`src/rtl/prbs_pkg.sv`:
```
// Shared definitions for the spin random-word generator and its receive-side checker.
package prbs_pkg;

  localparam int unsigned PrbsWordW = 12;
  localparam int unsigned PrbsLfsrW = 8;

  // Feedback taps: new MSB = s[TapA] ^ s[TapB], output s[0], shift right.
  localparam int unsigned TapA = 0;
  localparam int unsigned TapB = 1;

  typedef enum logic [1:0] {
    StSeed = 2'd0,
    StAcq  = 2'd1,
    StLock = 2'd2,
    StLost = 2'd3
  } prbs_state_e;

endpackage

```
`src/rtl/prbs_lfsr_step_n.sv`:
```
// Advances the LFSR WORD_W steps, returning the emitted bits (bit 0 first) and the final state.
module prbs_lfsr_step_n
  import prbs_pkg::*;
#(
  parameter int unsigned WORD_W = PrbsWordW,
  parameter int unsigned LFSR_W = PrbsLfsrW
) (
  input  logic [LFSR_W-1:0] state,
  output logic [WORD_W-1:0] bits,
  output logic [LFSR_W-1:0] next_state
);

  logic [LFSR_W-1:0] s;

  always_comb begin
    s    = state;
    bits = '0;
    for (int i = 0; i < WORD_W; i++) begin
      bits[i] = s[0];
      s       = {s[TapA] ^ s[TapB], s[LFSR_W-1:1]};
    end
    next_state = s;
  end

endmodule

```
`config.mk`:
```
export PLATFORM = sky130hd
export DESIGN_NAME = prbs_lfsr_step_n
export DESIGN_NICKNAME = d
export VERILOG_FILES = /design/src/rtl/prbs_pkg.sv /design/src/rtl/prbs_lfsr_step_n.sv
export SDC_FILE = /design/constraint.sdc
export NUM_CORES = 1
export LEC_CHECK = 0
export BUFFER_PORTS_ARGS = -buffer_cell sky130_fd_sc_hd__buf_2
export CAP_MARGIN = 20
export CORE_AREA = 2 2 39 41
export DETAILED_ROUTE_END_ITERATION = 7
export DIE_AREA = 0 0 41 43
export MAX_ROUTING_LAYER = met4
export SLEW_MARGIN = 20
export SYNTH_ARGS = -nofsm -noshare
export SYNTH_HDL_FRONTEND = slang
export SYNTH_SLANG_ARGS = --single-unit
```
`constraint.sdc`:
```
create_clock -name vclk -period 0.8
set_input_delay 0.04 -clock vclk [all_inputs]
set_output_delay 0.04 -clock vclk [all_outputs]
set_load 0.05 [all_outputs]
```
==> results of run 1 <==
## cell usage after synthesis
cell / number / area, µm²
xor2_1: 11 / 96.3
buf_4: 8 / 60.1
xor3_1: 1 / 23.8
## area by class of cell
cell class	count	share of cell area [%]
Multi-Input combinational cell	12	52.3
Timing Repair Buffer	31	42.6
Tap cell	16	5.16
## logic make-up after synthesis
group	after synthesis	share of synthesized area, %
xor gates and xnor gates	12	66.7
buffers and inverters	8	33.3
## through the flow
stage	total power, mW	util (%)
after floorplan	0.416	-
after global placement	0.536	27.8
after detailed placement	0.541	27.8
after CTS	0.547	28.0
after global routing	0.569	28.0
final	0.541	28.0
## per-layer routing
layer	vias to the layer above	wire, µm
li1	88	-
met1	89	153
met2	17	245
met3	0	67
met4	0	0
met5	-	0
## how the worst max path moves through the flow
stage | depth (start not counted) | to | slack, ns | startpoint
final | 3 | next_state[3] | 0.04 | state[1]
after global routing | 4 | next_state[4] | 0.01 | state[0]
after CTS | 3 | next_state[3] | 0.04 | state[1]
after detailed placement | 3 | next_state[3] | 0.0003 | state[1]
after global placement | 3 | next_state[3] | 0.0007 | state[1]
after floorplan | 1 | next_state[3] | 0.03 | state[1]
## power groups by stage
stage | Sequential [mW] | Combinational [mW] | Clock [mW]
detailed placement | 0 | 0.541 | 0
global route | 0 | 0.569 | 0
finish | 0 | 0.541 | 0
floorplan | 0 | 0.416 | 0
global placement | 0 | 0.536 | 0
CTS | 0 | 0.547 | 0
## what timing repair did
action,in CTS,in global routing
setup endpoints to repair,1,0
hold endpoints to repair,0,0
gates resized for setup,1,0
setup buffers,0,0
hold buffers,0,0
==> results by group, run 1 <==
Run status
  • Outcome: finished, final reports clean

Worst hold path
  • Hold Path Sink: bits[7]
  • WHS Path Cells: 2
  • Hold_sp: state[7]
  • Hold Crit Class: input port to primary output

Global routing
  • Vias in the first global route: about 170
  • Met2 usage: between 10% and 20%
  • GRT met3 Usage: 0%
  • Met1 GRT Util: under 10%
  • Grt ovf: 0
  • All-Layer GR Usage: around 5.3%
  • Most Used Layer, Global Route: met2
  • First-pass GRT wire length: roughly 700 µm
  • Initial antenna violation count: 0
  • Largest net degree at the start of global routing: 6

Timing
  • Worst hold margin: 0.420 ns
  • Least-Margin Pin Slew: about 0.25 ns
  • Setup violators final: 0
  • Minimum clock period: between 0.7 and 0.8 ns
  • Max transition margin: between 80 and 90%
  • Setup TNS: 0 ns
  • RSZ-0062 raised after global routing: no
  • Final Hold Vio Count: 0
  • Worst setup margin: roughly 0.043 ns
  • Final period util: 94.6%
  • Max Clk Rate: approximately 1300 MHz
  • Slew Viols, Final: 0

Critical path
  • Nature of the critical path endpoint: primary output
  • Crit Path Category: input port to primary output
  • Worst-path maximum fanout: 2
  • Crit-path cells: buf_2 -> xor3_1 -> buf_4
  • WP buf/inv: 2
  • Max stage delay cell, worst path: xor3_1
  • Worst Setup Start Kind: input port
  • CP required: around 0.76 ns
  • CP arrival: approximately 0.72 ns
  • CP top delay family: XOR/XNOR gates
  • Largest stage delay, worst path: about 0.4 ns

Final layout
  • Design area: 388 µm²
  • Clock buffer count: 0
  • Number of inserted diodes: 0
  • FFs & Latches: 0
  • Layout area overhead: 115%
  • Non-Filler Instances: 59
  • Area occupied by multi-input gates: around 200 µm²
  • Flip-flop and latch area: 0 µm²
  • Nets: 53
  • Layout cells sized above 1: between 90% and 100%
  • Fill count: 150
  • Commonest non-fill, non-tap cell in the layout: buf_2
  • Commonest cells after routing, fill and taps aside: 27 x buf_2, 11 x xor2_2, 4 x buf_4

Detailed routing
  • Routed len/inst: roughly 7.9 µm
  • Drt pass-1 iters: 1
  • Antenna Nets Post-Route: 0
  • Average vias per placed instance: around 3.3
  • Vias: around 190
  • DRT Wirelength: 466 µm
  • Residual DRC count: 0
  • Starting DRT DRC Count: 0

Floorplan
  • Row count: 14
  • I/O pins: 28
  • Die ar.: ~0.0018 mm²
  • Die H: 43 µm
  • Core area: 0.00138 mm²
  • Die width: between 40 and 50 µm
  • Initial core utilization: 13.0%

Placement
  • Placed insts: 59
  • Final HPWL DP: ~460 µm
  • Placer's final routability congestion estimate: 0.551
  • Setup Slack @ Placement: between 0.0003 and 0.0004 ns
  • Placed inst area: roughly 390 µm²
  • Port Buffers: 28

Power
  • Logic pwr share: 100.0%
  • Maximum VDD drop: roughly 0.34 mV
  • Clk network pwr share: 0%
  • Sw power: a little over 400 µW
  • Cell-internal power: approximately 140 µW
  • Leak: 0.202 nW
  • Net Sw Frac: between 70% and 80%
  • Sequential share of power: 0%
  • Pwr/cell area: between 1000 and 1500 mW/mm²

Yosys
  • Post-synthesis sequential area ratio: 0%
  • Mapped Area: approximately 180 µm²
  • Syn avg cell area: roughly 9 µm²
  • Ys Warns: 0
  • Post-Synthesis Cells: 20
  • Yosys cell types: 3
  • Syn nets: 28

Run
  • Max cap viols: 0
(Power assumes the default switching activity.)
==> run 2, diff against run 1 <==
--- a/config.mk
+++ b/config.mk
@@ -11,6 +11,7 @@
 export DETAILED_ROUTE_END_ITERATION = 7
 export DIE_AREA = 0 0 41 43
 export MAX_ROUTING_LAYER = met4
+export PLACE_DENSITY = 0.43
 export SLEW_MARGIN = 20
 export SYNTH_ARGS = -nofsm -noshare
 export SYNTH_HDL_FRONTEND = slang
==> results by group, run 2 (synthesized netlist as in run 1, its figures left out) <==
Timing
  • Max transition margin: 83.3% (+0.20 points)
  • Slew Viols, Final: 0 (unchanged)
  • Least-Margin Pin Slew: 0.252 ns (-0.00295 ns)
  • Minimum clock period: 0.750 ns (-0.00727 ns)
  • Final period util: 93.7% (-0.91 points)
  • Final Hold Vio Count: 0 (unchanged)
  • RSZ-0062 raised after global routing: no
  • Setup TNS: 0 ns (unchanged)
  • Max Clk Rate: 1330 MHz (+0.97%)
  • Setup violators final: 0 (unchanged)
  • Worst hold margin: 0.414 ns (-0.00553 ns)

Run status
  • Outcome: finished, final reports clean

Power
  • Maximum VDD drop: 0.305 mV (-10%)
  • Logic pwr share: 100.0% (about the same)
  • Clk network pwr share: 0% (unchanged)
  • Pwr/cell area: 1410 mW/mm² (+0.88%)
  • Leak: 0.197 nW (-2.4%)
  • Sw power: 402 µW (-0.68%)
  • Sequential share of power: 0% (unchanged)
  • Net Sw Frac: 75.2% (+0.29 points)
  • Cell-internal power: 133 µW (-2.2%)

Detailed routing
  • Drt pass-1 iters: 1 (unchanged)
  • DRT Wirelength: 407 µm (-13%)
  • Antenna Nets Post-Route: 0 (unchanged)
  • Vias: 187 (-3.6%)
  • Starting DRT DRC Count: 0 (unchanged)
  • Metal3 WL: 53 µm (-21%)
  • Residual DRC count: 0 (unchanged)
  • Metal2 WL: 210 µm (-14%)
  • Top Metal Used: met3
  • Metal1 wirelength: 144 µm (-5.9%)
  • Routed len/inst: 7.02 µm (-11%)
  • Average vias per placed instance: 3.22 (-1.9%)

Critical path
  • Nature of the critical path endpoint: primary output
  • Crit-path cells: buf_2 -> xor3_1 -> buf_4
  • CP arrival: 0.71 ns (about the same)
  • CP required: 0.76 ns (about the same)
  • Worst-path maximum fanout: 2 (unchanged)
  • Crit Path Category: input port to primary output
  • Worst Setup Start Kind: input port
  • Max stage delay cell, worst path: xor3_1
  • Largest stage delay, worst path: 0.38 ns (about the same)

Final layout
  • Flip-flop and latch area: 0 µm² (unchanged)
  • Nets: 52 (-1.9%)
  • Fill count: 151 (+0.67%)
  • Layout cells sized above 1: 97.6% (about the same)
  • Clock buffer count: 0 (unchanged)
  • Commonest non-fill, non-tap cell in the layout: buf_2
  • Commonest cells after routing, fill and taps aside: 27 x buf_2, 11 x xor2_2, 3 x buf_4
  • Layout area overhead: 111%
  • FFs & Latches: 0 (unchanged)
  • Number of inserted diodes: 0 (unchanged)

Floorplan
  • Initial core utilization: 13.0% (unchanged)
  • Die width: 41 µm (unchanged)
  • Die H: 43 µm (unchanged)
  • Core area: 0.00138 mm² (unchanged)
  • Die ar.: 0.00176 mm² (unchanged)
  • I/O pins: 28 (unchanged)
  • Row count: 14 (unchanged)

Placement
  • Placer's final routability congestion estimate: 0.521 (-5.5%)
  • Port Buffers: 28 (unchanged)
  • Final HPWL DP: 393 µm (-15%)

Worst hold path
  • Hold Crit Class: input port to primary output

Global routing
  • Vias in the first global route: 149 (-9.7%)
  • Initial antenna violation count: 0 (unchanged)
  • All-Layer GR Usage: 4.44% (-0.82 points)
  • Grt ovf: 0 (unchanged)
  • Largest net degree at the start of global routing: 6 (unchanged)
  • First-pass GRT wire length: 586 µm (-14%)

Run
  • Max cap viols: 0 (unchanged)

Clock network
  • Post-CTS Hold Buffers: 0 (unchanged)
[run 2: cell types whose count changed in the layout (fill, tap and decap cells not counted), sizes merged]
| cell | delta |
|---|---|
| buf | -1 |
[run 2: layer usage]
metal | GRT usage [%] | vias to the layer above
met3 | 0 | 0
met5 | - | -
li1 | - | 86
met1 | 5.54 | 87
met4 | 0 | 0
met2 | 8.13 | 14
[run 2: power by group through the flow]
stage | registers [mW] | clock network (mW) | logic, mW
2_1_floorplan | 0 | 0 | 0.416
3_3_place_gp | 0 | 0 | 0.536
3_5_place_dp | 0 | 0 | 0.535
4_1_cts | 0 | 0 | 0.536
5_1_grt | 0 | 0 | 0.559
6_report | 0 | 0 | 0.535
[run 2: metrics by stage]
step,utilization [%],power (mW),cells,cell area (µm²),setup WS (ns)
6_report,27.5,0.535,58,380,0.0502
3_5_place_dp,27.3,0.535,58,378,0.00669
2_1_floorplan,-,0.416,20,263,0.0333
5_1_grt,27.5,0.559,58,380,0.0159
4_1_cts,27.3,0.536,58,378,0.00314
3_3_place_gp,27.3,0.536,58,378,0.00215
[run 2: final timing paths]
check	startpoint	to	cells past startpoint
worst max-delay path	state[1]	next_state[3]	3
worst min-delay path	state[7]	bits[7]	2
[run 2: repair_timing]
action                                  4_1_cts  5_1_grt
buffers inserted                              0        0
endpoints found under the hold margin         0        0
endpoints found under the setup margin        0        1
gates resized for setup                       0        2
[run 2: final cells by class]
cell class	count	area (µm²)	area share, %
Multi-Input combinational cell	12	203	53.3
Tap cell	16	20.0	5.26
Timing Repair Buffer	30	158	41.4
[run 2: worst max-delay path, delay by kind of cell]
kind	cells	cell delay, ns
xor+xnor	1	0.38
buf+inv	2	0.29
